`config.mk`:
```
export PLATFORM = sky130hd
export DESIGN_NAME = sync_fifo
export DESIGN_NICKNAME = d
export VERILOG_FILES = /design/src/rtl/dmem_pipe_model_sync_fifo.sv
export SDC_FILE = /design/constraint.sdc
export NUM_CORES = 1
export LEC_CHECK = 0
export ABC_CLOCK_PERIOD_IN_PS = 4570
export CAP_MARGIN = 20
export CORE_MARGIN = 2
export CORE_UTILIZATION = 56
export DETAILED_ROUTE_END_ITERATION = 16
export PLACE_DENSITY = 0.87
export SLEW_MARGIN = 10
export SYNTH_ARGS = -nofsm -noshare
export SYNTH_HDL_FRONTEND = slang
export SYNTH_SLANG_ARGS = --single-unit
```
`constraint.sdc`:
```
create_clock -name clk_i -period 4.57 [get_ports clk_i]
set_input_delay 0.914 -clock clk_i [delete_from_list [all_inputs] [get_ports clk_i]]
set_output_delay 0.914 -clock clk_i [all_outputs]
set_load 0.02 [all_outputs]
```
`src/rtl/dmem_pipe_model_sync_fifo.sv`:
```
// Generic synchronous FIFO with occupancy count; pointers wrap modulo DEPTH.
module sync_fifo #(
  parameter int WIDTH = 8,
  parameter int DEPTH = 4
) (
  input  logic                         clk_i,
  input  logic                         rst_i,
  input  logic                         push,
  input  logic                         pop,
  input  logic [WIDTH-1:0]             wdata,
  output logic [WIDTH-1:0]             rdata,
  output logic                         full,
  output logic                         empty,
  output logic [$clog2(DEPTH+1)-1:0]   count
);
  localparam int AW    = (DEPTH > 1) ? $clog2(DEPTH) : 1;
  localparam int SLOTS = 1 << AW;
  localparam int CW    = $clog2(DEPTH+1);

  logic [WIDTH-1:0] mem [SLOTS];
  logic [AW-1:0]    wr_ptr, rd_ptr;
  logic             do_push, do_pop;

  function automatic logic [AW-1:0] ptr_inc(input logic [AW-1:0] p);
    return (p == AW'(DEPTH-1)) ? '0 : p + AW'(1);
  endfunction

  assign full    = (count == CW'(DEPTH));
  assign empty   = (count == '0);
  assign do_push = push && !full;
  assign do_pop  = pop && !empty;
  assign rdata   = mem[rd_ptr];

  always_ff @(posedge clk_i) begin
    if (rst_i) begin
      wr_ptr <= '0;
      rd_ptr <= '0;
      count  <= '0;
    end else begin
      if (do_push) wr_ptr <= ptr_inc(wr_ptr);
      if (do_pop)  rd_ptr <= ptr_inc(rd_ptr);
      if (do_push && !do_pop)      count <= count + CW'(1);
      else if (do_pop && !do_push) count <= count - CW'(1);
    end
  end

  always_ff @(posedge clk_i) begin
    if (do_push) mem[wr_ptr] <= wdata;
  end

endmodule

```
== Word level (Yosys, flattened, before mapping) ==
Memories as Yosys holds them, arrays and structs flattened. A register that Yosys moved wholly into a read port is not among the register bits.
Cells that the tools add are included.
Cells by class
  $add $sub $neg: 4
  equality and inequality tests: 3
  multiplexer cells: 8
  reduce and logical (&&, ||, !) cells: 10
Operator list (count)
  two-way mux 2 bit: 4
  two-way mux 3 bit: 2
  adder 2 x 1 -> 2 bit (second input constant): 2
  == test 2 bit (second input constant): 2
  logical AND 1 bit: 4
  zero test 1 bit: 4
  adder 3 x 1 -> 3 bit (second input constant): 1
  == test 3 bit (second input constant): 1
  zero test 3 bit: 1
  subtractor 3 x 1 -> 3 bit (second input constant): 1
  two-way mux 1 bit: 2
  nonzero test 2 bit: 1
Word-level totals
  register bits after elaboration: 7
  RAM bits: 32
  input bits: 12
  output and inout port bits: 13
  word-level logic and storage cells: 29
  memories kept: 1
Memories
  mem: words 4, bits a word 8, read ports 1, clocked after memory_dff 1, wr ports 1, RTL line 20  | logic [WIDTH-1:0] mem [SLOTS];

== Depth between registers and ports, before layout ==
Gate-level depths: netlist of run 1.
  depth after elaboration: 7
  mapped depth: 10
  mapped depth without buffers: 9

== Worst setup path after synthesis of run 1 ==
Ideal clock, no wire load.
  path type: input port to flip-flop
  from: input port push
  to: register count[2]
  setup time: 70 ps
  arrival time: 2329 ps
  data required time: 4500 ps
  setup slack: 2170 ps
  stages: 8
  path buffers: 0
  path through: bufinv_8 -> nor2_4 -> ha_1 -> inv_1 -> fa_1 -> xor2_1 -> or3_1 -> a21oi_1
Between the ends
  cells in the longest elaborated chain, start to end: 4
Ends and longest elaborated chain
  start: declaration: RTL line 8  | input logic push,
  logical AND 1 bit *: RTL line 30  | assign do_push = push && !full;
  net do_push: RTL line 22  | logic do_push, do_pop;
  zero test 1 bit: RTL line 43  | else if (do_pop && !do_push) count <= count - CW'(1);
  logical AND 1 bit: RTL line 43
  nonzero test 2 bit (no line)
  end signal: assignment: RTL line 42  | if (do_push && !do_pop) count <= count + CW'(1);
  end signal: assignment: RTL line 43
  end: declaration: RTL line 14  | output logic [$clog2(DEPTH+1)-1:0] count
The timed path passes the listed nets; every way through them passes the cells marked *.
A chain may end at the register's enable or synchronous reset.

==> results of run 1 <==
[worst paths after layout]
path,to,startpoint,slack (ns)
max,rdata[0],flip-flop,1.50
min,flip-flop,rd_ptr[0],0.51
max reg2reg,count[2],count[0],2.21
min reg2reg,flip-flop,rd_ptr[0],0.51
[registers in the layout, summed over array words and instances, names as in the netlist, named ones only]
register,count
wr_ptr,2
mem,32
rd_ptr,2
count,3
[critical path: cells and delay by family (launching register included)]
| kind | cells | cell delay [ns] |
|---|---|---|
| buf+inv | 1 | 0.55 |
| flops | 1 | 0.67 |
| mux | 1 | 0.59 |
[synthesized netlist by cell type (2+ instances only)]
library cell / number
nand3_1: 2
and3_1: 4
or3_1: 2
a21oi_1: 2
dfxtp_1: 9
o31ai_2: 2
mux4_2: 8
nor2_1: 3
inv_1: 3
xor2_1: 2
nor3_1: 2
ha_1: 6
edfxtp_1: 32
mux2i_1: 2
[layer usage]
layer  vias up  GRT usage [%]  wire length [um]
li1        406              -                 -
met1       434           21.6              1100
met2        28           31.0              1410
met3         4           6.59               151
met4         0           8.77                36
met5         -              0                 0
[stage by stage]
step	std cells	area, sq um	utilization, %	setup slack, ns	power, uW
6_report	151	2010	71.6	1.50	1090
5_1_grt	151	2010	71.6	1.33	1140
4_1_cts	151	2010	71.6	1.44	1100
3_5_place_dp	143	1920	68.6	1.44	854
3_3_place_gp	143	1920	68.6	1.55	834
2_1_floorplan	92	1670	-	2.17	720
[cell type report]
| class | count | area (sq um) | area share, % |
|---|---|---|---|
| clock buffer | 7 | 55.1 | 2.74 |
| inverter | 5 | 45.0 | 2.24 |
| multi-input combinational | 42 | 459 | 22.9 |
| tap | 31 | 38.8 | 1.93 |
| timing repair buffer | 24 | 240 | 12.0 |
| clock inverter | 1 | 30.0 | 1.49 |
| sequential | 41 | 1140 | 56.8 |
[power by group]
part           total (uW)  internal (uW)  switching (uW)
logic                 341            178             164
registers             502            455            47.2
clock network         242            131             112
[logic make-up after synthesis]
| family | after synthesis |
|---|---|
| DFF | 41 |
| and+or+nand+nor | 16 |
| muxes | 10 |
| buffers and inverters | 9 |
| AOI/OAI and AO/OA | 7 |
| adders and majority gates | 7 |
| xor gates and xnor gates | 2 |
[placed cells by master, fill, tap and decap left out, types with 2 or more instances in the layout]
cell type / count
inv_1: 3
clkdlybuf4s50_1: 24
clkbuf_4: 5
nand3_1: 2
ha_1: 6
mux2i_1: 2
dfxtp_1: 9
mux4_2: 8
and3_1: 4
edfxtp_1: 32
xor2_1: 2
nor2_1: 3
a21oi_1: 2
or3_1: 2
nor3_1: 2
o31ai_2: 2
==> reports/results.tsv, run 1 <==
stage	metric	value	unit
die	standard-cell row count	19	
final_layout	nets	138	
timing	Fin Hold WS	0.510	ns
synthesis	post-synthesis mux area share	12.0	%
power	Pwr Density	540	nW/um^2
grt	Tot GR Track Use	18.6	%
worst_setup_path	Slowest cell on crit path	dfxtp_1	
synthesis	Synth Area in Simple Gates	5.55	%
die	io pins	25	
clocking	Root Driver	clkbuf_4	
status	failing checks	design-rule violations	
synthesis	post-synth cell types	27	
timing	Tmin final	3.07	ns
worst_setup_path	FF-to-FF path depth	9	
routing	drt drc	1	
timing	fin. max-slew vios	0	
synthesis	Post-Syn Nets	111	
timing	Final Hold Fails	0	
worst_setup_path	slowest cell delay on critical path	0.67	ns
worst_setup_path	type of origin of the critical path	flip-flop	
clocking	clk slew on worst S/H paths	0.11	ns
synthesis	Mapped Avg Cell Area	18.1	sq um
timing	Fmax achieved	325	MHz
routing	via count	872	
final_layout	fill count	183	
worst_setup_path	worst path cell trace	mux4_2 -> clkdlybuf4s50_1	
final_layout	layout cells sized above 1	17.5	%
routing	DRT Pass-1 Iters	11	
worst_setup_path	Crit Path Max Fanout	8	
routing	DR vias/cell	5.77	
final_layout	Area Growth Syn to Fin	20.4	%
min_path	Hold Path Class	reg2reg	
timing	Final Cycle Share	67.3	%
synthesis	number of flops mapped to enable cells by yosys	32	
synthesis	Synth Cell Area	1670	sq um
clocking	Max H-tree Level	2	
synthesis	cells after synthesis	92	
clocking	setup bufs post-CTS	0	
clocking	Clock Path Buffers	2	
die	die area	3430	sq um
final_layout	Diodes inserted	0	
die	Core ar.	2810	sq um
timing	skew final	0.0110	ns
worst_setup_path	critical path endpoint category	output pin	
routing	initial DRC count	26	
routing	Routed Wire Length	2690	um
die	DIE WIDTH	58.6	um
job	maxcap violations	0	
placed_design	GPL Wtd Cong	0.695	
die	initial core utilization	59.5	%
synthesis	asr flop ratio synth	0	%
grt	vias in the first global route	969	
grt	total grt overflow	0	
power	leakage power	0.000713	uW
clocking	TritonCTS clock tree	built	
synthesis	XOR/XNOR Fraction of Synth Area	1.05	%
clocking	CTS Buf Count	5	
clocking	Hold Buf Count CTS	0	
synthesis	largest family of logic cells by synthesized area	multiplexers	
die	die height	58.6	um
synthesis	Adder-Cell Fraction of Synth Area	5.70	%
timing	endpoints failing setup	0	
worst_setup_path	Crit path arrival time	2.16	ns
synthesis	Synth top area share	57.6	%
routing	drt wl/cell	17.8	um
placed_design	Post-DP HPWL	1870	um
status	status	finished, violations left	
clocking	post-CTS sizing	0	
routing	Routed Antenna Nets	0	
clocking	clk sinks	41	
timing	setup TNS	0	ns
worst_setup_path	path type of the worst setup path	reg2out	
grt	first-pass GRT wire length	4440	um
synthesis	Yosys top cell by area	edfxtp_1	
grt	initial antenna violation count	0	
placed_design	Port-buffer cells	24	
worst_setup_path	Worst Path Required	3.66	ns
synthesis	Synth Area in Compound Gates	3.22	%
clocking	clock latency on the worst-skew pair	0.35	ns
synthesis	Synth Flop Type	edfxtp_1	
synthesis	Yosys reg bits	41	
timing	Worst-Margin Slew	0.532	ns
power	maximum VDD drop	310	uV
synthesis	yosys warns	0	
timing	RSZ-0062 raised after global routing	no	
min_path	hold path depth	2	
timing	headroom to the max-slew limit	64.5	%
grt	largest net degree at the start of global routing	13	
synthesis	sequential area share after synthesis	68.4	%
synthesis	top cells by area, synth	edfxtp_1 58%, dfxtp_1 11%, mux4_2 11%, ha_1 4.5%, and3_1 1.5%	
No activity file was read; power rests on OpenSTA's default activity.
==> run 2, diff against run 1 <==
--- a/config.mk
+++ b/config.mk
@@ -5,12 +5,12 @@
 export SDC_FILE = /design/constraint.sdc
 export NUM_CORES = 1
 export LEC_CHECK = 0
-export ABC_CLOCK_PERIOD_IN_PS = 4570
+export ABC_CLOCK_PERIOD_IN_PS = 2600
 export CAP_MARGIN = 20
 export CORE_MARGIN = 2
-export CORE_UTILIZATION = 56
+export CORE_UTILIZATION = 47
 export DETAILED_ROUTE_END_ITERATION = 16
-export PLACE_DENSITY = 0.87
+export PLACE_DENSITY = 0.79
 export SLEW_MARGIN = 10
 export SYNTH_ARGS = -nofsm -noshare
 export SYNTH_HDL_FRONTEND = slang
==> constraint.sdc (replaced) <==
create_clock -name clk_i -period 2.6 [get_ports clk_i]
set_input_delay 0.52 -clock clk_i [delete_from_list [all_inputs] [get_ports clk_i]]
set_output_delay 0.52 -clock clk_i [all_outputs]
set_load 0.02 [all_outputs]
==> run 2 against run 1 <==
Effect of this change: the flow now finishes without violations; critical path depth increased by 1; non-clock buffer count increased by 2; flip-flop and latch count unchanged; final cell count increased by 11%; worst setup slack got worse by 1.4 ns; hold slack improved by 0.019 ns; highest routed layer unchanged.
==> reports/results.tsv, run 2 (synthesis results as in run 1) <==
stage	metric	value	unit	change
timing	endpoints failing setup	0		unchanged
placed_design	Place WS	0.0000866	ns	-1.44 ns
clocking	clock latency on the worst-skew pair	0.34	ns	about the same
worst_setup_path	r2r setup slk	0.38	ns	-1.83 ns
grt	first-pass GRT wire length	4430	um	-0.16%
clocking	post-CTS sizing	0		unchanged
timing	Tmin final	2.46	ns	
routing	initial DRC count	14		-46%
worst_setup_path	capture point of the worst reg-to-reg path	count[2]		
timing	fin. max-slew vios	0		unchanged
clocking	Hold Buf Count CTS	0		unchanged
die	io pins	25		unchanged
clocking	CTS Buf Count	5		unchanged
placed_design	Post-DP HPWL	1880	um	+0.47%
grt	largest net degree at the start of global routing	12		-1
worst_setup_path	Slowest cell on crit path	clkdlybuf4s50_1		
timing	headroom to the max-slew limit	71.0	%	+6.5 points
power	leakage power	0.000706	uW	-0.97%
timing	Fmax achieved	407	MHz	
worst_setup_path	FF-to-FF path depth	9		unchanged
worst_setup_path	critical path endpoint category	output pin		
timing	skew final	0.00749	ns	-0.00347 ns
routing	Routed Antenna Nets	0		unchanged
worst_setup_path	slowest cell delay on critical path	0.55	ns	-0.12 ns
final_layout	commonest non-fill, non-tap cell in the layout	edfxtp_1		
die	standard-cell row count	21		+2
routing	drt wl/cell	15.6	um	-12%
worst_setup_path	Worst Path Required	2.08	ns	-1.58 ns
clocking	clk sinks	41		unchanged
routing	drt drc	0		-1
final_layout	flip-flop count of the largest register after layout	32		unchanged
clocking	Max H-tree Level	2		unchanged
grt	vias in the first global route	928		-4.2%
power	total power	1770	uW	+63%
worst_setup_path	path type of the worst setup path	reg2out		
routing	Routed Wire Length	2620	um	-2.6%
grt	initial antenna violation count	0		unchanged
worst_setup_path	Crit path arrival time	1.94	ns	-0.22 ns
grt	total grt overflow	0		unchanged
worst_setup_path	stages on the worst setup path	3		+1
clocking	setup bufs post-CTS	0		unchanged
clocking	TritonCTS clock tree	built		
worst_setup_path	Top Family by Delay on Critical Path	buffers and inverters		
routing	DRT Pass-1 Iters	4		-7
min_path	Hold Path Class	reg2reg		
worst_setup_path	worst path cell trace	buf_4 -> mux4_2 -> clkdlybuf4s50_1		
final_layout	Most flops, register	mem		
timing	Worst-Margin Slew	0.435	ns	-0.0972 ns
clocking	Clock Path Buffers	2		unchanged
grt	Tot GR Track Use	15.0	%	-3.6 points
power	Pwr Density	883	nW/um^2	+63%
clocking	Root Driver	clkbuf_4		
routing	DR vias/cell	5.14		-11%
die	DIE WIDTH	63.6	um	+8.5%
final_layout	post-layout util	59.7	%	-12 points
final_layout	Diodes inserted	0		unchanged
worst_setup_path	Bufs and invs on worst path	2		+1
timing	setup TNS	0	ns	unchanged
status	status	finished clean		
job	maxcap violations	0		unchanged
die	initial core utilization	49.6	%	-9.9 points
power	maximum VDD drop	554	uV	+79%
timing	Final Hold Fails	0		unchanged
final_layout	layout cells sized above 1	18.0	%	+0.53 points
timing	RSZ-0062 raised after global routing	no		
worst_setup_path	type of origin of the critical path	flip-flop		
worst_setup_path	Crit Path Max Fanout	8		unchanged
routing	via count	864		-0.92%
final_layout	fill count	274		+50%
timing	Final Cycle Share	94.6	%	
worst_setup_path	reg2reg start	count[0]		
final_layout	commonest cells after routing, fill and taps aside	32 x edfxtp_1, 24 x clkdlybuf4s50_1, 9 x dfxtp_1		
die	die area	4040	sq um	+18%
placed_design	Port-buffer cells	24		unchanged
worst_setup_path	Worst Setup EP	rdata[2]		
die	die height	63.6	um	+8.5%
min_path	Hold Crit Start	rd_ptr[0]		
die	Core ar.	3360	sq um	+20%
final_layout	top flop regs	mem: 32 flops, count: 3 flops		
clocking	clk slew on worst S/H paths	0.10	ns	about the same
final_layout	Area Growth Syn to Fin	20.4	%	unchanged
final_layout	nets	140		+1.4%
timing	worst setup margin	0.141	ns	-1.36 ns
placed_design	GPL Wtd Cong	0.658		-5.3%
## run 2: report_power, final
| part | switching, uW | internal, uW |
|---|---|---|
| Clock | 177 | 108 |
| Combinational | 304 | 323 |
| Sequential | 62.5 | 799 |
## run 2: worst reg2reg max path, cell delays in order (launching register included)
cell,delay (ns)
dfxtp_1,0.50
or3b_4,0.27
clkinv_8,0.06
nor2_4,0.10
ha_1,0.19
inv_1,0.06
fa_1,0.37
xor2_1,0.15
or3_1,0.31
a21oi_1,0.14
## run 2: worst min path at each step
stage                      to  slack, ns  cells past startpoint
floorplan           flip-flop       0.46                      2
global placement    rd_ptr[0]       0.47                      2
detailed placement  flip-flop       0.50                      2
CTS                 rd_ptr[0]       0.53                      2
global route        rd_ptr[0]       0.56                      2
finish              rd_ptr[0]       0.53                      2
## run 2: cell type report
class,instances,area [sq um],share of cell area (%)
clock buffers,8,48.8,2.43
inverters,5,45.0,2.24
multi-input cells,42,462,23.0
flip-flops and latches,41,1140,56.8
well taps,46,57.6,2.86
repair buffers,26,255,12.7
## run 2: stage by stage
stage	hold WS, ns	area [sq um]	cells
global route	0.557	2010	168
detailed placement	0.503	1960	160
global placement	0.475	1960	160
CTS	0.530	2010	168
finish	0.529	2010	168
floorplan	0.463	1670	92
## run 2: metal layers
layer	wire (um)	vias up	global-route usage, %
met5	0	-	0
met4	47	0	7.34
met3	153	5	4.29
met2	1350	24	26.6
met1	1080	428	16.4
li1	-	407	-
